### src/rtl/xif_result_commit_buffer_if.sv
// Bundle of the FPU-side result input, the commit channel and the core-side
// XIF result output seen by xif_result_commit_buffer.
interface xif_result_commit_buffer_if #(
  parameter int DEPTH      = 4,
  parameter int X_ID_WIDTH = 4,
  parameter int XLEN       = 32
);
  localparam int CW = $clog2(DEPTH + 1);

  logic                  in_valid;
  logic                  in_ready;
  logic [X_ID_WIDTH-1:0] in_id;
  logic [XLEN-1:0]       in_data;
  logic [4:0]            in_rd;
  logic                  in_we;

  logic                  commit_valid;
  logic [X_ID_WIDTH-1:0] commit_id;
  logic                  commit_kill;

  logic                  result_valid;
  logic                  result_ready;
  logic [X_ID_WIDTH-1:0] result_id;
  logic [XLEN-1:0]       result_data;
  logic [4:0]            result_rd;
  logic                  result_we;

  logic [CW-1:0]         count;
  logic                  drop_pulse;

  modport master (
    output in_valid, in_id, in_data, in_rd, in_we,
    output commit_valid, commit_id, commit_kill,
    output result_ready,
    input  in_ready, result_valid, result_id, result_data, result_rd, result_we,
    input  count, drop_pulse
  );

  modport slave (
    input  in_valid, in_id, in_data, in_rd, in_we,
    input  commit_valid, commit_id, commit_kill,
    input  result_ready,
    output in_ready, result_valid, result_id, result_data, result_rd, result_we,
    output count, drop_pulse
  );
endinterface

### src/rtl/xif_result_commit_buffer.sv
// In-order FIFO of FPU results gated by a per-id commit/kill scoreboard:
// committed heads are released to the core, killed heads are silently dropped.
module xif_result_commit_buffer #(
  parameter int DEPTH      = 4,
  parameter int X_ID_WIDTH = 4,
  parameter int XLEN       = 32
) (
  input logic                      ck,
  input logic                      rst,
  xif_result_commit_buffer_if.slave bus
);
  localparam int AW  = $clog2(DEPTH);
  localparam int CW  = $clog2(DEPTH + 1);
  localparam int NID = 1 << X_ID_WIDTH;

  typedef enum logic [1:0] {
    HEAD_EMPTY,
    HEAD_PENDING,
    HEAD_RELEASE,
    HEAD_DROP
  } head_state_e;

  logic [X_ID_WIDTH-1:0] id_mem   [DEPTH];
  logic [XLEN-1:0]       data_mem [DEPTH];
  logic [4:0]            rd_mem   [DEPTH];
  logic                  we_mem   [DEPTH];

  logic [AW-1:0]         wr_ptr_q, wr_ptr_d;
  logic [AW-1:0]         rd_ptr_q, rd_ptr_d;
  logic [CW-1:0]         count_q, count_d;
  logic [NID-1:0]        cmt_q, cmt_d;
  logic [NID-1:0]        kill_q, kill_d;

  head_state_e           head_state;
  logic [X_ID_WIDTH-1:0] head_id;
  logic                  empty;
  logic                  push;
  logic                  pop;

  assign empty   = (count_q == '0);
  assign head_id = id_mem[rd_ptr_q];

  // Head decision uses registered scoreboard only, so a RELEASE head cannot
  // be disturbed by a commit arriving in the same cycle.
  always_comb begin
    head_state = HEAD_EMPTY;
    if (!empty) begin
      if (!cmt_q[head_id])     head_state = HEAD_PENDING;
      else if (kill_q[head_id]) head_state = HEAD_DROP;
      else                      head_state = HEAD_RELEASE;
    end
  end

  assign bus.in_ready = (count_q != CW'(DEPTH));
  assign push         = bus.in_valid && bus.in_ready;
  assign pop          = ((head_state == HEAD_RELEASE) && bus.result_ready) ||
                        (head_state == HEAD_DROP);

  assign bus.result_valid = (head_state == HEAD_RELEASE);
  assign bus.drop_pulse   = (head_state == HEAD_DROP);
  assign bus.result_id    = empty ? '0 : head_id;
  assign bus.result_data  = empty ? '0 : data_mem[rd_ptr_q];
  assign bus.result_rd    = empty ? '0 : rd_mem[rd_ptr_q];
  assign bus.result_we    = empty ? 1'b0 : we_mem[rd_ptr_q];
  assign bus.count        = count_q;

  always_comb begin
    wr_ptr_d = wr_ptr_q;
    rd_ptr_d = rd_ptr_q;
    count_d  = count_q;
    cmt_d    = cmt_q;
    kill_d   = kill_q;

    if (push) wr_ptr_d = wr_ptr_q + AW'(1);
    if (pop)  rd_ptr_d = rd_ptr_q + AW'(1);

    case ({push, pop})
      2'b10:   count_d = count_q + CW'(1);
      2'b01:   count_d = count_q - CW'(1);
      default: count_d = count_q;
    endcase

    // First commit wins; a commit to the id being popped sees cmt already set.
    if (bus.commit_valid && !cmt_q[bus.commit_id]) begin
      cmt_d[bus.commit_id]  = 1'b1;
      kill_d[bus.commit_id] = bus.commit_kill;
    end
    if (pop) begin
      cmt_d[head_id]  = 1'b0;
      kill_d[head_id] = 1'b0;
    end
  end

  always_ff @(posedge ck or posedge rst) begin
    if (rst) begin
      wr_ptr_q <= '0;
      rd_ptr_q <= '0;
      count_q  <= '0;
      cmt_q    <= '0;
      kill_q   <= '0;
    end else begin
      wr_ptr_q <= wr_ptr_d;
      rd_ptr_q <= rd_ptr_d;
      count_q  <= count_d;
      cmt_q    <= cmt_d;
      kill_q   <= kill_d;
    end
  end

  // Payload storage needs no reset: it is only observed when count is non-zero.
  always_ff @(posedge ck) begin
    if (push) begin
      id_mem[wr_ptr_q]   <= bus.in_id;
      data_mem[wr_ptr_q] <= bus.in_data;
      rd_mem[wr_ptr_q]   <= bus.in_rd;
      we_mem[wr_ptr_q]   <= bus.in_we;
    end
  end
endmodule

### src/flat_wrapper.sv
// flat-port wrapper written by rule: the top's interface ports become plain ports
module xif_result_commit_buffer_flat 
#(
  parameter int DEPTH      = 4,
  parameter int X_ID_WIDTH = 4,
  parameter int XLEN       = 32
)
  (ck, rst, bus_in_valid, bus_in_id, bus_in_data, bus_in_rd, bus_in_we, bus_commit_valid, bus_commit_id, bus_commit_kill, bus_result_ready, bus_in_ready, bus_result_valid, bus_result_id, bus_result_data, bus_result_rd, bus_result_we, bus_count, bus_drop_pulse);
  xif_result_commit_buffer_if #(.DEPTH(DEPTH), .X_ID_WIDTH(X_ID_WIDTH), .XLEN(XLEN)) bus_i ();
  input logic ck;
  input logic rst;
  input wire logic [$bits(bus_i.in_valid)-1:0] bus_in_valid;
  input wire logic [$bits(bus_i.in_id)-1:0] bus_in_id;
  input wire logic [$bits(bus_i.in_data)-1:0] bus_in_data;
  input wire logic [$bits(bus_i.in_rd)-1:0] bus_in_rd;
  input wire logic [$bits(bus_i.in_we)-1:0] bus_in_we;
  input wire logic [$bits(bus_i.commit_valid)-1:0] bus_commit_valid;
  input wire logic [$bits(bus_i.commit_id)-1:0] bus_commit_id;
  input wire logic [$bits(bus_i.commit_kill)-1:0] bus_commit_kill;
  input wire logic [$bits(bus_i.result_ready)-1:0] bus_result_ready;
  output wire logic [$bits(bus_i.in_ready)-1:0] bus_in_ready;
  output wire logic [$bits(bus_i.result_valid)-1:0] bus_result_valid;
  output wire logic [$bits(bus_i.result_id)-1:0] bus_result_id;
  output wire logic [$bits(bus_i.result_data)-1:0] bus_result_data;
  output wire logic [$bits(bus_i.result_rd)-1:0] bus_result_rd;
  output wire logic [$bits(bus_i.result_we)-1:0] bus_result_we;
  output wire logic [$bits(bus_i.count)-1:0] bus_count;
  output wire logic [$bits(bus_i.drop_pulse)-1:0] bus_drop_pulse;
  assign bus_i.in_valid = bus_in_valid;
  assign bus_i.in_id = bus_in_id;
  assign bus_i.in_data = bus_in_data;
  assign bus_i.in_rd = bus_in_rd;
  assign bus_i.in_we = bus_in_we;
  assign bus_i.commit_valid = bus_commit_valid;
  assign bus_i.commit_id = bus_commit_id;
  assign bus_i.commit_kill = bus_commit_kill;
  assign bus_i.result_ready = bus_result_ready;
  assign bus_in_ready = bus_i.in_ready;
  assign bus_result_valid = bus_i.result_valid;
  assign bus_result_id = bus_i.result_id;
  assign bus_result_data = bus_i.result_data;
  assign bus_result_rd = bus_i.result_rd;
  assign bus_result_we = bus_i.result_we;
  assign bus_count = bus_i.count;
  assign bus_drop_pulse = bus_i.drop_pulse;
  xif_result_commit_buffer #(.DEPTH(DEPTH), .X_ID_WIDTH(X_ID_WIDTH), .XLEN(XLEN)) u_core (.ck(ck), .rst(rst), .bus(bus_i));
endmodule
### config.mk
export PLATFORM = sky130hd
export DESIGN_NAME = xif_result_commit_buffer_flat
export DESIGN_NICKNAME = d
export VERILOG_FILES = /design/src/rtl/xif_result_commit_buffer_if.sv /design/src/rtl/xif_result_commit_buffer.sv /design/src/flat_wrapper.sv
export SDC_FILE = /design/constraint.sdc
export NUM_CORES = 1
export LEC_CHECK = 0
export ABC_AREA = 1
export BUFFER_PORTS_ARGS = -buffer_cell sky130_fd_sc_hd__buf_4
export CAP_MARGIN = 20
export CORE_MARGIN = 10
export CORE_UTILIZATION = 59
export CTS_CLUSTER_DIAMETER = 150
export DETAILED_ROUTE_END_ITERATION = 10
export HOLD_SLACK_MARGIN = 0.12
export PLACE_DENSITY = 0.82
export RECOVER_POWER = 25
export SETUP_SLACK_MARGIN = 0.2
export SLEW_MARGIN = 20
export SYNTH_ARGS = -nofsm -noshare
export SYNTH_HDL_FRONTEND = slang
export SYNTH_SLANG_ARGS = --single-unit
### constraint.sdc
create_clock -name ck -period 3.6 [get_ports ck]
set_input_delay 0.36 -clock ck [delete_from_list [all_inputs] [get_ports ck]]
set_output_delay 0.36 -clock ck [all_outputs]
set_load 0.1 [all_outputs]
After elaboration in Yosys (flattened, before gate mapping). Memories as Yosys holds them, arrays and structs flattened. Index checks and enable logic that the tools add are counted.

$add $sub $neg: 4. Order comparisons: 4. Equal/unequal tests: 5. Muxes and demuxes: 25. Bitwise logic cells: 4. Reductions and logical operators: 9.

Operators with widths (number): $mux 16 (4); $and 16x16->16 (2); $mux 32 (1); $bwmux 16 (1); $not 16->16 (1); $or 16x16->16 (1); $bmux 1 s4 (3); $lt 4x5->1 const B (2); $mux 1 (9); $demux 1 s4 (2); $ge 4x1->1 const B (2); $eq 2x2->1 const B (3); $pmux 3 s2 (1); $logic_and 1x1->1 (5); $mux 5 (1); $add 2x1->2 const B (2); $mux 2 (2); $mux 4 (1); $add 3x1->3 const B (1); $logic_not 3->1 (1); $ne 3x3->1 const B (1); $sub 3x1->3 const B (1); $eq 2x1->1 const B (1); $reduce_bool 2->1 (1); 2 further kinds (2).

Register bits after elaboration: 39. Memory bits (writable): 168. Input port bits: 52. Output and inout port bits: 48. Word-level logic and storage cells: 60. Memories kept: 4.

Memories: u_core.data_mem (depth 4, bits a word 32, rd ports 1, clocked after memory_dff 0, wr ports 1, RTL line xif_result_commit_buffer.sv:24) `logic [XLEN-1:0] data_mem [DEPTH];`; u_core.rd_mem (depth 4, bits a word 5, rd ports 1, clocked after memory_dff 0, wr ports 1, RTL line xif_result_commit_buffer.sv:25) `logic [4:0] rd_mem [DEPTH];`; u_core.id_mem (depth 4, bits a word 4, rd ports 1, clocked after memory_dff 0, wr ports 1, RTL line xif_result_commit_buffer.sv:23) `logic [X_ID_WIDTH-1:0] id_mem [DEPTH];`; u_core.we_mem (depth 4, bits a word 1, rd ports 1, clocked after memory_dff 0, wr ports 1, RTL line xif_result_commit_buffer.sv:26) `logic we_mem [DEPTH];`.

Longest topological paths before layout. Gate-level depths: netlist of the first run. An unclocked memory read counts as a cell.

Depth in word-level cells: 11. Mapped depth: 22. Mapped depth without buffers: 20.

Least setup slack after synthesis of the first run. No wires, ideal clock.

Kind: reg-to-reg. Start point: register u_core.count_q[0], in the netlist u_core.bus.count[0]. End point: memory u_core.data_mem[0][0] (enable). Setup time: 442 ps. Arrival time: 4206 ps. Required time: 3158 ps. Setup slack: -1048 ps. Stages on the path, launching flop included: 5. Cells stage by stage: dfrtp_1 inv_1 nand3_1 nand2_1 nor2_1.

Word-level cells in the longest chain between the ends: 4.

Ends and longest elaborated chain: start, declared (RTL line xif_result_commit_buffer.sv:30) `logic [CW-1:0] count_q, count_d;`; start signal, assigned (RTL line xif_result_commit_buffer.sv:104) `count_q <= count_d;`; $ne 3x3->1 (RTL line xif_result_commit_buffer.sv:54) `assign bus.in_ready = (count_q != CW'(DEPTH));`; named net bus_in_ready (RTL line flat_wrapper.sv:21) `output wire logic [$bits(bus_i.in_ready)-1:0] bus_in_ready;`; $logic_and 1x1->1 (RTL line xif_result_commit_buffer.sv:55) `assign push = bus.in_valid && bus.in_ready;`; $mux 1 (RTL line xif_result_commit_buffer.sv:112) `if (push) begin`; $mux 1 (not written as such) (RTL line xif_result_commit_buffer.sv:114) `data_mem[wr_ptr_q] <= bus.in_data;`; end, declared (RTL line xif_result_commit_buffer.sv:24).

The timed path passes the listed nets, and every way through them passes these cells.

Worst setup path after layout of the first run.
Start point: register u_core.rd_ptr_q[1]. End point: output port bus_result_valid.

Word-level cells in the longest chain between the ends: 7. Elaborated cells on any way between the ends: 9.

Ends and longest elaborated chain: start, declared (RTL line xif_result_commit_buffer.sv:29) `logic [AW-1:0] rd_ptr_q, rd_ptr_d;`; start signal, assigned (RTL line xif_result_commit_buffer.sv:103) `rd_ptr_q <= rd_ptr_d;`; $mem_v2 4x4 *; $bmux 1 s4 (RTL line xif_result_commit_buffer.sv:49) `else if (kill_q[head_id]) head_state = HEAD_DROP;`; $mux 1 (not written as such) (RTL line xif_result_commit_buffer.sv:49); $mux 1 (RTL line xif_result_commit_buffer.sv:49); $mux 2 * (RTL line xif_result_commit_buffer.sv:48) `if (!cmt_q[head_id]) head_state = HEAD_PENDING;`; $mux 2 * (RTL line xif_result_commit_buffer.sv:47) `if (!empty) begin`; $eq 2x2->1 * (RTL line xif_result_commit_buffer.sv:59) `assign bus.result_valid = (head_state == HEAD_RELEASE);`; end, declared (RTL line flat_wrapper.sv:22) `output wire logic [$bits(bus_i.result_valid)-1:0] bus_result_valid;`.

Mark *: on every way between the ends. The rest lies on a longest branch, timed or not. The select of a mux whose other input is x is not followed.

==> impl_metrics.env, run 1 <==
export IMPL_rsz0062_at_grt="false"
export IMPL_fin_ws_ns=0.402
export IMPL_clk_pin_slew_ns=0.06
export IMPL_outcome="finished clean"
export IMPL_ys_types=27
export IMPL_cts_buffers=21
export IMPL_arrival_ns=2.84
export IMPL_dieArea_mm2=0.0223
export IMPL_clock_path_buffers=3
export IMPL_synthTopCellsByCount="nand2_1 (275), nor2_1 (205), edfxtp_1 (168)"
export IMPL_drc_errors=0
export IMPL_vias_per_cell=5.66
export IMPL_gp_congestion=0.896
export IMPL_dpl_hpwl_mm=15.0
export IMPL_synth_edff_count=168
export IMPL_port_buffers=99
export IMPL_final_max_slew_violation_count=0
export IMPL_startpoint_type="flop"
export IMPL_io_pins=100
export IMPL_ant_nets=0
export IMPL_crit_type="flop to primary output"
export IMPL_grt_most_used_layer="met2"
export IMPL_syn_to_final_growth_pct=20.3
export IMPL_crit_path_cell_trace="buf_6 > nand3_1 > nand2_2 > inv_2 > nand2_1 > nand2_1 > nand2_1 > nand3_2 > nor2_4 > buf_8 > and2_1 > buf_6"
export IMPL_dp_cells=1379
export IMPL_yosysTopAreaCell="edfxtp_1"
export IMPL_antenna_found_initial=0
export IMPL_crit_slowest_cell="dfrtp_1"
export IMPL_gr_usage_all_layers_pct=22.7
export IMPL_grt_max_degree=47
export IMPL_final_nets=1287
export IMPL_use_met1_pct=28.1
export IMPL_grt_pass1_vias=7993
export IMPL_grt_pass1_wl_mm=41.1
export IMPL_rows=47
export IMPL_worstMarginPinSlew_ns=0.761
export IMPL_r2r_start="u_core.rd_ptr_q[1]$_DFFE_PP0N_"
export IMPL_relSlewSlack_pct=49.2
export IMPL_netlist_top_cells_area="edfxtp_1 (51%), nand2_1 (10%), dfrtp_1 (9.9%)"
export IMPL_fin_crit_ns=3.20
export IMPL_clk_latency_ns=0.49
export IMPL_drt_first_pass_iters=6
export IMPL_die_x_um=149
export IMPL_fmax_mhz=313
export IMPL_critPathBufInv=4
export IMPL_skew_ns=0.0113
export IMPL_synthCells=1093
export IMPL_post_route_cells_drive_above_1_share_pct=12.5
export IMPL_synthesis_nets=1151
export IMPL_cp_end_kind="primary output"
export IMPL_met3_usage_pct=4.20
export IMPL_synth_seq_cells=207
export IMPL_rrSetupSlack_ns=0.62
export IMPL_avgSynthCellArea_um2=9.04
export IMPL_drt_iter0_drc=916
export IMPL_finalHoldViolations=0
export IMPL_grtUsageMet2_pct=39.5
export IMPL_cp_common_cell="nand2_1"
export IMPL_fillers=1155
export IMPL_wl_per_cell_um=17.8
export IMPL_yosysMostFrequentCell="nand2_1"
export IMPL_setup_worst_path_end="bus_result_valid"
export IMPL_critPathLaunch="u_core.rd_ptr_q[1]$_DFFE_PP0N_"
export IMPL_crit_required_ns=3.24
export IMPL_gr_total_overflow=0
export IMPL_fin_tns_setup_ns=0
export IMPL_syn_cell_area_mm2=0.00988
export IMPL_path_max_fanout=35
export IMPL_ys_warn_count=0
export IMPL_seq_area_frac_synth_pct=60.9
export IMPL_crit_cells=12
export IMPL_setup_viol=0
export IMPL_drt_total_wl_mm=26.0
export IMPL_root_buffer="clkbuf_16"
export IMPL_initial_core_util_pct=59.8
export IMPL_via_count=8268
export IMPL_synthArstFlopShare_pct=18.8
export IMPL_min_path_type="input pin to flop"
export IMPL_antenna_cells=0
export IMPL_reg2regPathDepth=17
export IMPL_cts_tree="done"
export IMPL_coreArea_mm2=0.0165
export IMPL_path_delay_family="simple AND/OR/NAND/NOR gates"
export IMPL_fin_cells=1462
export IMPL_dieHeight_um=149
export IMPL_dpl_worst_slack_ns=0.550
export IMPL_yosysTopAreaCellShare_pct=51.1
export IMPL_ys_flop_type="edfxtp_1"
export IMPL_numClockSinks=207
export IMPL_final_period_utilization_pct=88.8
export IMPL_cts_max_level=1
export IMPL_cpPeakStageDelay_ns=0.43
export IMPL_reg2reg_to="u_core.bus.count[2]$_DFFE_PP0P_"
export IMPL_fin_util_pct=72.0
export IMPL_maxCapViolCount=0
-- kinds of logic after synthesis --
kind of cell,count (synthesis),synth area share [%]
XOR/XNOR,4,0.355
AO/OA/AOI/OAI,174,8.81
adder cells (fa/ha/maj),6,0.836
buffers and inverters,120,5.18
flip-flops,207,60.9
multiplexers,1,0.114
AND/OR/NAND/NOR,581,23.8
-- registers in the layout, indices dropped and copies added, names as in the netlist --
register / cells
u_core.bus.count: 3
u_core.wr_ptr_q: 2
u_core.rd_mem: 20
u_core.id_mem: 16
u_core.cmt_q: 16
u_core.we_mem: 4
u_core.rd_ptr_q: 2
u_core.data_mem: 128
u_core.kill_q: 16
-- cell usage in the layout, fill, tap and decap left out, drive strengths merged, types with 5 or more instances in the layout --
master       instances
a21oi               73
buf                 96
clkbuf              53
clkinv              10
dfrtp               39
dlygate4sd3         43
edfxtp             168
ha                   5
inv                 63
nand2              280
nand3               89
nor2               209
o21ai              101
-- stage by stage --
stage | cell area (um^2) | hold slack (ns)
after floorplan | 9920 | 0.459
after global placement | 10900 | 0.517
after detailed placement | 10900 | 0.519
after CTS | 12000 | 0.392
after global routing | 11900 | 0.426
final | 11900 | 0.416
-- what timing repair did --
| action | CTS | global route |
|---|---|---|
| setup buffers | 0 | 4 |
| resized for setup | 4 | 7 |
| endpoints found under the setup margin | 1 | 1 |
| hold buffers | 43 | 0 |
| endpoints found under the hold margin | 184 | 0 |
-- worst min path at each step --
stage | from | to | slack, ns | depth (start not counted)
floorplan | bus_in_data[0] | u_core.data_mem[0][0]$_DFFE_PP_ | 0.46 | 0
global placement | rst | u_core.bus.count[0]$_DFFE_PP0P_ | 0.52 | 2
detailed placement | u_core.bus.count[0]$_DFFE_PP0P_ | u_core.bus.count[0]$_DFFE_PP0P_ | 0.52 | 1
CTS | bus_commit_kill | u_core.kill_q[15]$_DFF_PP0_ | 0.39 | 6
global route | bus_commit_kill | u_core.kill_q[15]$_DFF_PP0_ | 0.43 | 6
finish | bus_commit_kill | u_core.kill_q[15]$_DFF_PP0_ | 0.42 | 6
-- tightest hold or removal path, stage by stage --
cell	delay (ns)
buf_4	0.09
mux2_2	0.13
nand3_1	0.10
nand2_1	0.09
nand2_1	0.05
nand2_1	0.05
-- layout make-up --
class	count	area, um^2	share of cell area, %
Timing Repair Buffer	170	1300	11.0
Sequential cell	207	6020	50.6
Clock buffer	22	529	4.45
Clock inverter	14	120	1.01
Inverter	63	241	2.03
Tap cell	220	275	2.31
Multi-Input combinational cell	766	3400	28.6
-- routing by layer --
layer  share of wire, %  vias to the layer above
li1                   -                     3906
met1                 39                     3881
met2                 50                      417
met3                8.5                       64
met4                2.2                        0
met5                  0                        -
Power of run 1 is not shown: default switching activity piles up to over one toggle a cycle in this logic, so the estimate is an artifact.
==> inputs of run 2 (changes only) <==
- CORE_UTILIZATION: 59 -> 60
- CTS_BUF_LIST: unset -> sky130_fd_sc_hd__clkbuf_4 sky130_fd_sc_hd__clkbuf_8
- PLACE_DENSITY: 0.82 -> 0.83
==> impl_metrics.env, run 2 (synthesis gave the netlist of run 1 again) <==
export IMPL_outcome="finished clean"
export IMPL_cts_max_level=2
export IMPL_antenna_cells=0
export IMPL_vias_per_cell=5.79
export IMPL_die_x_um=148
export IMPL_min_path_type="input pin to asynchronous set/reset pin"
export IMPL_wl_met1_mm=10.5
export IMPL_cts_buffers=35
export IMPL_final_period_utilization_pct=88.5
export IMPL_cp_common_cell="nand2_1"
export IMPL_crit_path_cell_trace="buf_4 > nand2_1 > nand3_1 > nand2_1 > nand2_1 > inv_1 > nand2_1 > nand3_2 > nor2_4 > buf_8 > and2_1 > buf_6"
export IMPL_arrival_ns=2.83
export IMPL_ant_nets=0
export IMPL_maxCapViolCount=0
export IMPL_final_max_slew_violation_count=0
export IMPL_layout_commonest_cell="nand2_1"
export IMPL_grt_pass1_wl_mm=44.8
export IMPL_dieArea_mm2=0.0220
export IMPL_io_pins=100
export IMPL_clock_path_buffers=3
export IMPL_cp_end_kind="primary output"
export IMPL_fin_tns_setup_ns=0
export IMPL_finalHoldViolations=0
export IMPL_rows=46
export IMPL_worstMarginPinSlew_ns=0.753
export IMPL_crit_required_ns=3.24
export IMPL_rsz0062_at_grt="false"
export IMPL_clk_latency_ns=0.52
export IMPL_final_nets=1300
export IMPL_grt_pass1_vias=8554
export IMPL_gr_usage_all_layers_pct=25.0
export IMPL_clk_pin_slew_ns=0.06
export IMPL_skew_ns=0.0194
export IMPL_cpPeakStageDelay_ns=0.44
export IMPL_gp_congestion=0.957
export IMPL_fmax_mhz=314
export IMPL_fin_crit_ns=3.19
export IMPL_register_area_mm2=0.00602
export IMPL_initial_core_util_pct=61.8
export IMPL_dpl_hpwl_mm=15.3
export IMPL_critPathBufInv=4
export IMPL_dieHeight_um=148
export IMPL_relSlewSlack_pct=49.7
export IMPL_port_buffers=99
export IMPL_wl_per_cell_um=18.8
export IMPL_multi_input_area_mm2=0.00341
export IMPL_via_count=8594
export IMPL_drt_total_wl_mm=27.9
export IMPL_largest_reg_flops=128
export IMPL_root_buffer="clkbuf_8"
export IMPL_gr_total_overflow=0
export IMPL_met2_length_mm=14.1
export IMPL_syn_to_final_growth_pct=21.0
export IMPL_coreArea_mm2=0.0160
export IMPL_drt_iter0_drc=975
export IMPL_path_delay_family="simple AND/OR/NAND/NOR gates"
export IMPL_cts_tree="done"
export IMPL_drt_first_pass_iters=5
export IMPL_post_route_cells_drive_above_1_share_pct=14.5
export IMPL_top_regs="u_core.data_mem (128), u_core.rd_mem (20)"
export IMPL_top_layer="met4"
export IMPL_fillers=1080
export IMPL_regMostFlops="u_core.data_mem"
export IMPL_dr_wl_met3_mm=2.53
export IMPL_numClockSinks=207
export IMPL_fin_util_pct=74.7
export IMPL_startpoint_type="flop"
export IMPL_antenna_found_initial=0
export IMPL_setup_viol=0
export IMPL_drc_errors=0
export IMPL_path_max_fanout=35
export IMPL_crit_type="flop to primary output"
export IMPL_grt_max_degree=68
export IMPL_crit_slowest_cell="dfrtp_2"
export IMPL_mostFrequentLayoutCells="nand2_1 (274), nor2_1 (201), edfxtp_1 (168)"
run 2: cell count changes in the layout (fill, tap and decap cells not counted), sizes merged:
cell | before | now
buf | 96 | 93
clkbuf | 53 | 87
clkinv | 10 | 5
clkinvlp | 2 | 1
inv | 63 | 64
run 2: path summary, 6_finish.rpt:
kind                                                      start                         endpoint  slack, ns  cells after the start
worst max-delay path             u_core.rd_ptr_q[0]$_DFFE_PP0N_                 bus_result_valid       0.41                     12
worst min-delay path                                        rst  u_core.bus.count[0]$_DFFE_PP0P_       0.26                      3
worst max register to register   u_core.rd_ptr_q[0]$_DFFE_PP0N_  u_core.bus.count[2]$_DFFE_PP0P_       0.71                     17
worst min register to register  u_core.bus.count[0]$_DFFE_PP0P_  u_core.bus.count[0]$_DFFE_PP0P_       0.54                      1
max in group asynchronous                                   rst   u_core.rd_ptr_q[0]$_DFFE_PP0N_       2.61                      4
min in group ck                                 bus_commit_kill      u_core.kill_q[15]$_DFF_PP0_       0.38                      6
run 2: worst register-to-register path, stage by stage (launching register included):
cell	delay (ns)
dfrtp_2	0.44
buf_4	0.20
nand2_1	0.08
nand3_1	0.09
nand2_1	0.14
nand2_1	0.23
inv_1	0.08
nand2_1	0.08
nand3_2	0.12
nor2_4	0.16
nand2_4	0.07
inv_1	0.06
ha_1	0.14
inv_1	0.07
fa_1	0.38
a21oi_1	0.18
o21ai_0	0.12
xnor2_1	0.13
run 2: repair_timing:
action | CTS | global route
endpoints found under the setup margin | 1 | 1
endpoints found under the hold margin | 207 | 0
buffers inserted | 3 | 0
hold buffers | 43 | 0
resized for setup | 3 | 6
cloned | 0 | 0
run 2: layout make-up:
cell class	instances	share of cell area, %
clock inverter	9	0.816
sequential	207	50.4
multi-input combinational	766	28.5
timing repair buffer	169	10.7
inverter	63	2.00
tap	216	2.26
clock buffer	54	5.33
run 2: metrics by stage:
step / setup slack [ns] / area (um^2) / hold WS [ns] / instances
3_3_place_gp: 0.561 / 10900 / 0.213 / 1375
3_5_place_dp: 0.495 / 10900 / 0.222 / 1375
4_1_cts: 0.211 / 12100 / 0.240 / 1484
2_1_floorplan: 0.221 / 9920 / 0.459 / 1093
5_1_grt: 0.224 / 12000 / 0.274 / 1484
6_report: 0.414 / 12000 / 0.259 / 1484
run 2: routing by layer:
| layer | GRT usage, % | vias up |
|---|---|---|
| met1 | 30.1 | 4030 |
| met5 | 0 | - |
| met3 | 5.01 | 82 |
| met4 | 8.92 | 0 |
| met2 | 43.5 | 546 |
| li1 | - | 3936 |
Power of run 2 is left out for the same reason.
==> inputs of run 3 (changes only) <==
- CORE_UTILIZATION: 60 -> 55
- PLACE_DENSITY: 0.83 -> 0.8
- clock period: 3.6 -> 2.7 ns (I/O delays scaled with it)
==> impl_metrics.env, run 3 (synthesis gave the netlist of run 1 again) <==
export IMPL_io_pins=100
export IMPL_startpoint_type="flop"
export IMPL_dp_cells=1396
export IMPL_port_buffers=99
export IMPL_arrival_ns=2.58
export IMPL_rsz0062_at_grt="true"
export IMPL_relSlewSlack_pct=61.0
export IMPL_fin_util_pct=73.8
export IMPL_use_met1_pct=25.8
export IMPL_finalHoldViolations=0
export IMPL_numClockSinks=207
export IMPL_initial_core_util_pct=56.5
export IMPL_ant_nets=0
export IMPL_drc_errors=0
export IMPL_skew_ns=0.0265
export IMPL_outcome="finished with violations"
export IMPL_top_regs="u_core.data_mem (128), u_core.rd_mem (20)"
export IMPL_grt_max_degree=49
export IMPL_post_route_cells_drive_above_1_share_pct=21.4
export IMPL_antenna_found_initial=2
export IMPL_cts_buffers=34
export IMPL_register_area_mm2=0.00603
export IMPL_dieArea_mm2=0.0237
export IMPL_via_count=8692
export IMPL_setup_viol=4
export IMPL_final_max_slew_violation_count=0
export IMPL_fmax_mhz=351
export IMPL_fin_crit_ns=2.85
export IMPL_coreArea_mm2=0.0175
export IMPL_met3_usage_pct=4.46
export IMPL_layout_commonest_cell="nand2_1"
export IMPL_wl_per_cell_um=19.2
export IMPL_clk_pin_slew_ns=0.06
export IMPL_dieHeight_um=154
export IMPL_gp_congestion=0.903
export IMPL_final_period_utilization_pct=105
export IMPL_die_x_um=154
export IMPL_drt_total_wl_mm=29.2
export IMPL_largest_reg_flops=128
export IMPL_regMostFlops="u_core.data_mem"
export IMPL_root_buffer="clkbuf_8"
export IMPL_gr_total_overflow=0
export IMPL_path_max_fanout=7
export IMPL_syn_to_final_growth_pct=30.6
export IMPL_final_nets=1326
export IMPL_grt_most_used_layer="met2"
export IMPL_clk_latency_ns=0.53
export IMPL_drt_first_pass_iters=6
export IMPL_violations="setup timing"
export IMPL_maxCapViolCount=0
export IMPL_fin_ws_ns=-0.147
export IMPL_crit_type="flop to primary output"
export IMPL_cts_max_level=2
export IMPL_fin_cells=1520
export IMPL_placed_cell_area_mm2=0.0114
export IMPL_dpl_hpwl_mm=14.7
export IMPL_worstMarginPinSlew_ns=0.579
export IMPL_min_path_type="input pin to flop"
export IMPL_cts_tree="done"
export IMPL_final_cell_area_mm2=0.0129
export IMPL_cp_end_kind="primary output"
export IMPL_gr_usage_all_layers_pct=21.8
export IMPL_clock_path_buffers=3
export IMPL_crit_required_ns=2.43
export IMPL_fin_tns_setup_ns=-0.381
export IMPL_multi_input_area_mm2=0.00389
export IMPL_fillers=1112
export IMPL_grt_pass1_wl_mm=42.5
export IMPL_mostFrequentLayoutCells="nand2_1 (260), nor2_1 (196), edfxtp_1 (168)"
export IMPL_grtUsageMet2_pct=37.4
export IMPL_drt_iter0_drc=922
export IMPL_grt_pass1_vias=8308
export IMPL_vias_per_cell=5.72
export IMPL_rows=48
## run 3: cell count changes in the layout (fill, tap and decap cells not counted), moves of 6 or more
cell and change:
buf_6 +30, nand2_1 -14, a21oi_1 -39, clkbuf_4 -6, a21oi_4 +21, nand2_2 +13, buf_12 +9, nand3_1 -7
o21ai_0 -6, buf_4 -18, a21oi_2 +18, o21ai_1 +6
## run 3: metrics by stage
step | hold slack [ns] | setup WS, ns
finish | 0.248 | -0.147
detailed placement | 0.460 | 0.0924
global placement | 0.455 | 0.168
global route | 0.291 | -0.273
CTS | 0.236 | 0.00706
floorplan | 0.369 | -0.0224
## run 3: timing repair
action / CTS / global route
pin swaps: 18 / 11
setup buffers: 9 / 5
setup endpoints to repair: 37 / 76
resized for setup: 44 / 55
gates cloned: 3 / 1
hold endpoints to repair: 207 / 0
hold buffers: 43 / 0
## run 3: area by class of cell
cell class              count  area share [%]
clock buffers              47            4.43
inverters                  63            1.91
repair buffers            195            13.8
flip-flops and latches    207            46.8
diodes                      2          0.0388
well taps                 225            2.18
multi-input cells         767            30.1
clock inverters            14           0.737
## run 3: path summary, 6_finish.rpt
| path | slack, ns | startpoint | cells after the start | end |
|---|---|---|---|---|
| max | -0.15 | u_core.rd_ptr_q[0]$_DFFE_PP0N_ | 14 | bus_result_valid |
| min | 0.25 | bus_commit_kill | 6 | u_core.kill_q[15]$_DFF_PP0_ |
| max reg2reg | -0.09 | u_core.rd_ptr_q[0]$_DFFE_PP0N_ | 20 | u_core.bus.count[2]$_DFFE_PP0P_ |
| min reg2reg | 0.54 | u_core.bus.count[0]$_DFFE_PP0P_ | 1 | u_core.bus.count[0]$_DFFE_PP0P_ |
| max in group asynchronous | 1.83 | rst | 4 | u_core.bus.count[1]$_DFFE_PP0P_ |
| min in group asynchronous | 0.45 | rst | 4 | u_core.wr_ptr_q[1]$_DFFE_PP0P_ |
## run 3: critical path, stage by stage, from the launching register on
cell,delay [ns]
dfrtp_2,0.47
clkinv_4,0.13
nand2_4,0.08
nand3_4,0.16
buf_6,0.20
nand3_2,0.05
nand2_1,0.05
nand2_1,0.08
nand2_1,0.08
nand2_1,0.08
nand3_2,0.12
nor2_4,0.14
buf_6,0.10
and2_4,0.14
buf_12,0.16
## run 3: routing by layer
metal	part of all wire [%]	wire [um]	vias up
li1	-	-	3991
met1	36	10400	4076
met2	52	15000	525
met3	9.5	2760	100
met4	3.2	948	0
met5	0	0	-
Power of run 3 is left out for the same reason.
